File: config.mk
export PLATFORM = sky130hd
export DESIGN_NAME = pump_dose_arbiter
export DESIGN_NICKNAME = d
export VERILOG_FILES = /design/src/rtl/pump_pkg.sv /design/src/rtl/rr_picker.sv /design/src/rtl/pump_dose_arbiter.sv
export SDC_FILE = /design/constraint.sdc
export NUM_CORES = 1
export LEC_CHECK = 0
export ABC_AREA = 1
export BUFFER_PORTS_ARGS = -buffer_cell sky130_fd_sc_hd__buf_2
export CORE_MARGIN = 2
export CORE_UTILIZATION = 55
export CTS_BUF_LIST = sky130_fd_sc_hd__clkbuf_4 sky130_fd_sc_hd__clkbuf_8
export DETAILED_ROUTE_END_ITERATION = 8
export PLACE_DENSITY_LB_ADDON = 0.08
export SETUP_SLACK_MARGIN = 0.1
export SYNTH_ARGS = -nofsm -noshare
export SYNTH_HDL_FRONTEND = slang
export SYNTH_SLANG_ARGS = --single-unit
File: constraint.sdc
create_clock -name clk -period 2.08 [get_ports clk]
set_clock_uncertainty 0.05 [all_clocks]
set_input_delay 0.208 -clock clk [delete_from_list [all_inputs] [get_ports clk]]
set_output_delay 0.208 -clock clk [all_outputs]
set_load 0.01 [all_outputs]
File: src/rtl/pump_pkg.sv
// Shared types and constants for the three-pump dose arbiter.
package pump_pkg;

   typedef enum logic [1:0] {
      ST_IDLE,
      ST_RUN,
      ST_GAP
   } state_t;

   localparam int NUM_PUMPS = 3;
   localparam logic PUMP_OFF = 1'b1;
   localparam logic [NUM_PUMPS-1:0] ALL_OFF = {NUM_PUMPS{PUMP_OFF}};

   // Seconds-to-cycles; a zero (or negative) product still yields one cycle.
   function automatic logic [31:0] dur_cycles(input longint secs, input longint freq);
      longint prod;
      prod = secs * freq;
      if (prod <= 0) return 32'd1;
      return 32'(prod);
   endfunction

endpackage

File: src/rtl/rr_picker.sv
// Round-robin pick of one pending pump, searching upward from the pointer.
module rr_picker
   import pump_pkg::*;
(
   input  logic [NUM_PUMPS-1:0] pending,
   input  logic [1:0]           pointer,
   output logic [NUM_PUMPS-1:0] grant,
   output logic                 valid
);

   logic [NUM_PUMPS-1:0] rot;
   logic [NUM_PUMPS-1:0] pick;

   // Rotate so the pointer's pump sits at bit 0, priority-pick, rotate back.
   always_comb begin
      case (pointer)
         2'd1:    rot = {pending[0], pending[2:1]};
         2'd2:    rot = {pending[1:0], pending[2]};
         default: rot = pending;
      endcase

      if (rot[0])      pick = 3'b001;
      else if (rot[1]) pick = 3'b010;
      else if (rot[2]) pick = 3'b100;
      else             pick = 3'b000;

      case (pointer)
         2'd1:    grant = {pick[1:0], pick[2]};
         2'd2:    grant = {pick[0], pick[2:1]};
         default: grant = pick;
      endcase
   end

   assign valid = |pending;

endmodule

File: src/rtl/pump_dose_arbiter.sv
// Grants timed doses to one of three pumps at a time, round-robin, with a
// mandatory all-off gap after every dose or abort.
module pump_dose_arbiter
   import pump_pkg::*;
#(
   parameter int CLOCK_FREQ = 1_000_000,
   parameter int ON_TIME_S  = 5,
   parameter int GAP_S      = 1
) (
   input  logic                 clk,
   input  logic                 rst,
   input  logic                 enable,
   input  logic [NUM_PUMPS-1:0] req,
   input  logic [NUM_PUMPS-1:0] cancel,
   output logic [NUM_PUMPS-1:0] pump_out,
   output logic [1:0]           active_id,
   output logic                 busy,
   output logic [NUM_PUMPS-1:0] done
);

   localparam logic [31:0] ON_CYC  = dur_cycles(longint'(ON_TIME_S), longint'(CLOCK_FREQ));
   localparam logic [31:0] GAP_CYC = dur_cycles(longint'(GAP_S), longint'(CLOCK_FREQ));

   state_t               state;
   logic [NUM_PUMPS-1:0] pending;
   logic [1:0]           rr_ptr;
   logic [31:0]          cnt;

   logic [NUM_PUMPS-1:0] live_pending;
   logic [NUM_PUMPS-1:0] grant;
   logic                 grant_vld;
   logic                 do_grant;
   logic [NUM_PUMPS-1:0] pend_clr;
   logic                 abort;
   logic [1:0]           grant_id;

   // A cancel arriving in the grant cycle must still prevent that dose.
   assign live_pending = pending & ~cancel;

   rr_picker u_rr (
      .pending (live_pending),
      .pointer (rr_ptr),
      .grant   (grant),
      .valid   (grant_vld)
   );

   assign do_grant = (state == ST_IDLE) && enable && grant_vld;
   assign pend_clr = do_grant ? grant : '0;
   // In RUN the only low pump_out bit marks the active pump.
   assign abort    = !enable || (|(cancel & ~pump_out));

   always_comb begin
      case (grant)
         3'b010:  grant_id = 2'd2;
         3'b100:  grant_id = 2'd3;
         default: grant_id = 2'd1;
      endcase
   end

   always_ff @(posedge clk or posedge rst) begin
      if (rst) begin
         state     <= ST_IDLE;
         pending   <= '0;
         rr_ptr    <= 2'd0;
         cnt       <= '0;
         pump_out  <= ALL_OFF;
         active_id <= 2'd0;
         busy      <= 1'b0;
         done      <= '0;
      end else begin
         pending <= (pending | req) & ~cancel & ~pend_clr;
         done    <= '0;
         case (state)
            ST_IDLE: begin
               if (do_grant) begin
                  state     <= ST_RUN;
                  cnt       <= ON_CYC - 32'd1;
                  pump_out  <= ~grant;
                  active_id <= grant_id;
                  busy      <= 1'b1;
                  rr_ptr    <= (grant_id == 2'd3) ? 2'd0 : grant_id;
               end
            end
            ST_RUN: begin
               if (abort || cnt == 32'd0) begin
                  if (!abort) done <= ~pump_out;
                  state     <= ST_GAP;
                  cnt       <= GAP_CYC - 32'd1;
                  pump_out  <= ALL_OFF;
                  active_id <= 2'd0;
               end else begin
                  cnt <= cnt - 32'd1;
               end
            end
            ST_GAP: begin
               if (cnt == 32'd0) begin
                  state <= ST_IDLE;
                  busy  <= 1'b0;
               end else begin
                  cnt <= cnt - 32'd1;
               end
            end
            default: state <= ST_IDLE;
         endcase
      end
   end

endmodule

## After elaboration in Yosys (flattened, before gate mapping)

Index checks and enable logic that the tools add are counted.

| word-level totals | value |
|---|---|
| register bits | 48 |
| bits of input ports | 9 |
| output and inout port bits | 9 |
| word-level logic and storage cells | 74 |

| cells by class | value |
|---|---|
| add/subtract/negate cells | 1 |
| eq/ne operators | 11 |
| multiplexer cells | 28 |
| bitwise logic cells | 9 |
| reduce and logical (&&, ||, !) cells | 17 |

Operators with widths:

| cell | count |
|---|---|
| 2-to-1 mux 32 bit | 3 |
| case mux 32 bit (3 select lines) | 1 |
| zero test 32 bit | 1 |
| subtractor 32 x 1 -> 32 bit (second input constant) | 1 |
| 2-to-1 mux 3 bit | 9 |
| case mux 3 bit (2 select lines) | 3 |
| bitwise AND 3 bit | 4 |
| 2-to-1 mux 2 bit | 6 |
| NOT 3 bit | 4 |
| AND reduction 3 bit | 4 |
| != test 2 bit (second input constant) | 4 |
| case mux 2 bit (2 select lines) | 2 |
| == test 2 bit (second input constant) | 3 |
| case mux 2 bit (3 select lines) | 1 |
| OR reduction 3 bit | 2 |
| == test 2 x 1 -> 1 bit (second input constant) | 2 |
| nonzero test 2 bit | 2 |
| == test 3 x 2 -> 1 bit (second input constant) | 1 |
| == test 3 bit (second input constant) | 1 |
| bitwise OR 3 bit | 1 |
| nonzero test 3 bit | 1 |
| logical AND 1 bit | 2 |
| zero test 2 bit | 1 |
| logical OR 1 bit | 2 |
| other kinds (4) | 5 |

## Logic depth before layout (Yosys ltp)

Gate-level depths: netlist of run 1.

| logic depth | value |
|---|---|
| depth after elaboration | 11 |
| depth in mapped cells | 16 |

## Hierarchy

From an unflattened synthesis of run 1, not the netlist that was laid out.

| unflattened totals | value |
|---|---|
| cells, all modules | 504 |
| area, all modules | 3,383.2 um^2 |

By module, submodules not included:

| module | instances | cells each | area each (um^2) | seq. area each (um^2) |
|---|---|---|---|---|
| pump_dose_arbiter | 1 | 459 | 3,176.8 | 1,204.9 |
| rr_picker | 1 | 45 | 206.4 | 0.0 |

## Least setup slack after synthesis of run 1

Ideal clock, no wire load.

| timing path | value |
|---|---|
| kind | register to register |
| start | register cnt[0] |
| end | register cnt[3] |
| arrival | 1.673 ns |
| data required time | 1.909 ns |
| path slack | 0.236 ns |
| cell stages (with the launch flop) | 12 |
| path buffers | 1 |
| clock period less this slack | 1.844 ns |
| cells stage by stage | dfrtp_1 > inv_1 > ha_1 > nand2_2 > nor2_4 > nand2_2 > nor2_4 > nand2_2 > nand3_4 > inv_6 > buf_6 > o22a_1 |

| on the way | value |
|---|---|
| longest elaborated chain between the ends | 4 |
| elaborated cells on any way between the ends | 8 |
| those cells by class | 1 x add/sub; 1 x eq/ne; 3 x mux; 3 x reduce/logical |

Ends and longest elaborated chain:

| what | RTL line | source |
|---|---|---|
| from (decl) | pump_dose_arbiter.sv:27 | `logic [31:0] cnt;` |
| from (signal assigned) | pump_dose_arbiter.sv:77 | `cnt <= ON_CYC - 32'd1;` |
| from (signal assigned) | pump_dose_arbiter.sv:88 | `cnt <= GAP_CYC - 32'd1;` |
| from (signal assigned) | pump_dose_arbiter.sv:92 | `cnt <= cnt - 32'd1;` |
| branches (longest 4 deep; another with subtractor 32 x 1 -> 32 bit) | n/a |  |

Several ways; the timed one is not identified. The select of a mux whose other input is x is not followed.
A chain may end at the register's enable or synchronous reset.

## Worst setup path after layout of run 1

| timing path | value |
|---|---|
| start | register cnt[10] |
| end | register cnt[12] |

The elaborated chain is that of the path after synthesis.

==> results of run 1 <==
==> worst paths after layout <==
check	to	slack [ns]	cells past startpoint
min	pending[2]	0.12	3
max reg2reg	cnt[12]	0.1	12
min reg2reg	cnt[0]	0.42	1
max	cnt[12]	0.1	12
min in group asynchronous	cnt[22]	0.42	3
max in group asynchronous	cnt[21]	1.03	4
==> state kept, by name (all words and copies together), names as in the netlist <==
| name | count |
|---|---|
| cnt | 32 |
| pump_out | 3 |
| state | 2 |
| busy | 1 |
| pending | 3 |
| done | 3 |
| active_id | 2 |
| rr_ptr | 2 |
==> timing repair <==
item / CTS / global route
endpoints found under the hold margin: 19 / 0
pin swaps: 1 / 15
setup endpoints to repair: 24 / 42
gates cloned: 0 / 2
hold buffers: 1 / 0
resized for setup: 4 / 68
setup buffers: 3 / 21
==> metrics by stage <==
stage	cell area, sq um	TNS, ns	worst slack [ns]	hold WS, ns	util
floorplan	3130	0	0.236	0.331	-
global placement	3410	-0.0362	-0.0362	0.228	0.618
detailed placement	3410	-0.0406	-0.0406	0.236	0.618
CTS	3580	0	0.109	0.112	0.650
global route	3980	0	0.0135	0.129	0.722
finish	3980	0	0.0956	0.118	0.722
==> cell usage in the layout (no fill, tap or decap), drive strengths merged <==
| cell type | count |
|---|---|
| and3 | 1 |
| clkbuf | 6 |
| dfstp | 3 |
| o22ai | 1 |
| clkinv | 2 |
| xor2 | 9 |
| a22oi | 5 |
| nand4 | 6 |
| o21a | 1 |
| nor4 | 1 |
| xnor2 | 6 |
| nor2 | 85 |
| ha | 7 |
| o21ai | 21 |
| a21o | 3 |
| a2bb2oi | 3 |
| o221ai | 1 |
| inv | 60 |
| dlygate4sd3 | 1 |
| o31ai | 1 |
| bufinv | 1 |
| dfrtp | 45 |
| nand3b | 1 |
| o22a | 1 |
| nand2 | 107 |
| nand3 | 38 |
| nor3 | 7 |
| o211ai | 1 |
| or2 | 3 |
| buf | 55 |
| a21oi | 11 |
==> per-layer routing <==
| metal | vias up | part of all wire | track usage |
|---|---|---|---|
| met5 | - | 0 | 0 |
| li1 | 1501 | - | - |
| met4 | 0 | 0.021 | 0.0741 |
| met3 | 18 | 0.065 | 0.0373 |
| met1 | 1446 | 0.44 | 0.365 |
| met2 | 135 | 0.48 | 0.434 |
==> where the power goes <==
part	total [mW]	internal [mW]	switching, mW
Sequential	0.941	0.937	0.00420
Combinational	0.0736	0.0234	0.0502
Clock	0.728	0.393	0.334
Total	1.74	1.35	0.389
==> worst register-to-register path: stages (launching register included) <==
cell and delay [ns]:
dfrtp_1 0.43, nor2_2 0.18, nand2_1 0.11, nor2_2 0.16
nand2_2 0.10, nor2_4 0.14, nand2_4 0.09, nand3_4 0.12
buf_12 0.14, buf_8 0.11, nor2_1 0.04, xor2_1 0.15
nor2_1 0.05
==> area by class of cell <==
cell class,instances,area (sq um),share of cell area
repair buffers,56,417,0.105
flip-flops and latches,48,1210,0.303
inverters,60,248,0.0623
clock inverters,2,38.8,0.00976
well taps,72,90.1,0.0227
multi-input cells,320,1890,0.475
repair inverters,1,6.26,0.00157
clock buffers,6,82.6,0.0208
==> cells by family after synthesis <==
group | Yosys count | synth area share
adders and majority gates | 7 | 0.0280
buffers and inverters | 63 | 0.0831
DFF | 48 | 0.385
AOI/OAI and AO/OA | 49 | 0.0978
and+or+nand+nor | 248 | 0.365
xor gates and xnor gates | 15 | 0.0419
==> impl_metrics.toml, run 1 <==
[run_status]
outcome = "complete, no violations"

[cts]
path_clk_slew_ns = 0.10
cts_made_buffers = 5
htreeDepth = 2
insertion_delay_ns = 0.31
cts.sinks = 48
cts_buffer_depth = 2
cts-root-buf = "clkbuf_8"
cts_tree = "yes"

[synth]
synth_most_common_cell = "nand2_1"
async_flop_share = 1.00
synthCells = 430
syn_avg_cell_area_sq_um = 7.29
synth_top_area_share = 0.359
yosysTopAreaCell = "dfrtp_1"
ys_ff_latch = 48
synth_seq_area_share = 0.385
synth_area_leaders = "dfrtp_1 (36%), nand2_1 (12%), nor2_1 (8.7%)"
synth_area_sq_um = 3130
ys_warn_count = 0
synth_nets = 446
synth_common_cells = "nand2_1 (99), nor2_1 (73), inv_1 (55)"
synth_edf_count = 0
synth.distinct_cells = 40
synthFlopType = "dfrtp_1"

[route]
routed_wirelength_mm = 8.44
drt_iter0_markers = 354
vias_per_cell = 5.49
first_pass_iters = 5
routedWlPerCell_um = 14.9
drc_errors = 0
antenna_left = 0
vias = 3100

[global_routing]
grt_pass1_vias = 2708
grt_pass1_wl_mm = 13.0
antenna_found_initial = 0
grt_max_degree = 27
track_usage = 0.264
overflow = 0

[floorplan]
start_util = 0.569
die_area_sq_um = 6320
die_x_um = 79.5
die_y_um = 79.5
io_pins = 18
rows = 27
core_sq_um = 5510

[worst_setup_path]
timing.rr.start = "cnt[10]"
worstPathRequired_ns = 2.24
crit_chain = "nor2_2 -> nand2_1 -> nor2_2 -> nand2_2 -> nor2_4 -> nand2_4 -> nand3_4 -> buf_12 -> buf_8 -> nor2_1 -> xor2_1 -> nor2_1"
end_kind = "flip-flop"
cp_num_buf_inv = 2
arrival_ns = 2.14
worstPathMaxFanout = 4
cp_top_family = "simple AND/OR/NAND/NOR gates"
crit_path_start = "cnt[10]"
worstSetupStartpointType = "flip-flop"
cpPeakStageDelay_ns = 0.43
setup.worst_path.class = "reg2reg"
crit_slowest_cell = "dfrtp_1"

[layout]
diodes = 0
nNetsFinal = 508
final-instance-count-excl-fill = 565
drive_gt1_frac = 0.298
syn_to_final_growth_pct = 26.9
fillers = 422

[pwr]
ir_drop_mv = 0.270
p_leak_nw = 2.09
p_total_mw = 1.74
power.density_nw_per_um2 = 438

[timing]
max_freq_mhz = 504
period_share = 0.954
setup_viol = 0
finalCriticalPeriod_ns = 1.98
rsz0062_at_grt = "true"
tightest_slew_ns = 0.520
drv_slew = 0
hold_viol_final = 0
slew_headroom = 0.653

[place]
place_hpwl_mm = 5.63
globalplace.congestion = 0.939
port_buffers = 17
dp_cells = 531

[min_path]
worst_hold_startpoint = "req[2]"
hold_class = "in2reg"

[flow_run]
cap_violations = 0
Note: power is estimated with default switching activity, not from simulation.
==> run 2, diff against run 1 <==
CELL_PAD_IN_SITES_DETAIL_PLACEMENT = 1   (was unset)
CELL_PAD_IN_SITES_GLOBAL_PLACEMENT = 1   (was unset)
CORE_UTILIZATION = 47   (was 55)
CTS_CLUSTER_DIAMETER = 150   (was unset)
RECOVER_POWER = 25   (was unset)
==> impl_metrics.toml, run 2 (synthesis results as in run 1) <==
[timing]
setup_slack_ns = -0.0797
setup_viol = 23
slew_headroom = 0.349
fin_tns_setup_ns = -0.600
tightest_slew_ns = 0.976
holdWs_ns = 0.120
max_freq_mhz = 463
finalCriticalPeriod_ns = 2.16
hold_viol_final = 0
period_share = 1.04
drv_slew = 0
rsz0062_at_grt = "true"

[layout]
nNetsFinal = 527
drive_gt1_frac = 0.367
syn_to_final_growth_pct = 36.0
final_core_util = 0.667
largest_reg_flops = 32
regMostFlops = "cnt"
layout_common_cells = "nand2_1 (86), nor2_1 (51), inv_1 (47), buf_4 (47), dfrtp_1 (38)"
design_area_sq_um = 4260
mostFrequentLayoutCell = "nand2_1"
diodes = 0
final-instance-count-excl-fill = 589

[floorplan]
start_util = 0.491
rows = 29
die_area_sq_um = 7340
die_x_um = 85.6
core_sq_um = 6390
die_y_um = 85.6
io_pins = 18

[worst_setup_path]
crit_slowest_cell = "dfrtp_1"
cp_top_family = "simple AND/OR/NAND/NOR gates"
crit_chain = "buf_4 -> nor2_1 -> inv_1 -> nor2_2 -> nand2_1 -> nor2_1 -> nand4_1 -> o31ai_1 -> nand2_2 -> inv_2"
setup.worst_path.class = "reg2reg"
worstSetupStartpointType = "flip-flop"
reg2reg_slack_ns = -0.08
worstPathRequired_ns = 2.32
r2r-end = "cnt[31]"
cp_common_cell = "nor2_1"
cpPeakStageDelay_ns = 0.42
cp_num_buf_inv = 3
crit_path_end = "cnt[31]"
worst-path-stages = 10
end_kind = "flip-flop"
reg2reg_depth = 10
timing.rr.start = "cnt[22]"
crit_path_start = "cnt[22]"
arrival_ns = 2.40
worstPathMaxFanout = 4

[route]
first_pass_iters = 6
drt_iter0_markers = 358
vias_per_cell = 6.20
routedWlPerCell_um = 24.1
antenna_left = 0
routed_wirelength_mm = 14.2
drc_errors = 0
vias = 3653

[global_routing]
grt_max_degree = 27
grt_pass1_vias = 3200
overflow = 0
grt_pass1_wl_mm = 16.4
antenna_found_initial = 0
track_usage = 0.286

[cts]
htreeDepth = 2
cts-root-buf = "clkbuf_8"
path_clk_slew_ns = 0.11
cts_buffer_depth = 2
cts_made_buffers = 5
cts_tree = "yes"
insertion_delay_ns = 0.33
cts.sinks = 48

[pwr]
p_clk_frac = 0.421
p_switching_mw = 0.439
swShare = 0.248
p_leak_nw = 2.18
seq_power_share = 0.531
p_total_mw = 1.77
power.density_nw_per_um2 = 416
ir_drop_mv = 0.375
p_comb_frac = 0.047
p_int_mw = 1.33

[run_status]
outcome = "finished with violations"
violations = "setup timing"

[min_path]
hold_class = "in2reg"

[place]
globalplace.congestion = 0.840
post_dp_cell_area_sq_um = 3510
port_buffers = 17
pre_cts_ws_ns = 0.00881
dp_cells = 549
place_hpwl_mm = 7.06

[flow_run]
cap_violations = 0
run 2: worst min-delay path by stage:
stage	startpoint	endpoint	slack [ns]	depth (start not counted)
after global placement	rst	cnt[9]	0.21	2
after floorplan	req[2]	pending[2]	0.33	2
after CTS	req[2]	pending[2]	0.11	3
after global routing	req[2]	pending[2]	0.15	3
after detailed placement	rst	cnt[3]	0.25	2
final	req[2]	pending[2]	0.12	3
run 2: power groups by stage:
stage                     logic (mW)  clock network, mW  registers [mW]
after detailed placement      0.0719                  0           0.959
final                         0.0837              0.746           0.941
after CTS                     0.0749              0.726           0.941
after global routing          0.0921              0.761           0.942
after floorplan               0.0435                  0           0.958
after global placement        0.0698                  0           0.959
run 2: routing by layer:
layer  GRT usage  up-vias  wire length [um]
li1            -     1533                 -
met1       0.380     1785              5420
met2       0.487      254              6870
met3      0.0452       81              1180
met4      0.0794        0               745
met5           0        -                 0
run 2: tightest hold or removal path, cell delays in order:
cell and delay [ns]:
buf_2 0.10, o221ai_1 0.11, inv_1 0.06
run 2: what timing repair did:
item,CTS,global route
hold buffers,1,0
gates cloned,1,1
pin swaps,5,23
setup endpoints to repair,34,46
resized for setup,25,86
buffers inserted,5,24
endpoints found under the hold margin,22,0
run 2: final cells by class:
class	instances	area, sq um
Sequential cell	48	1210
Clock inverter	2	35.0
Fill cell	766	2130
Multi-Input combinational cell	320	2000
Tap cell	77	96.3
Inverter	60	253
Timing Repair inverter	1	8.76
Clock buffer	6	76.3
Timing Repair Buffer	75	578
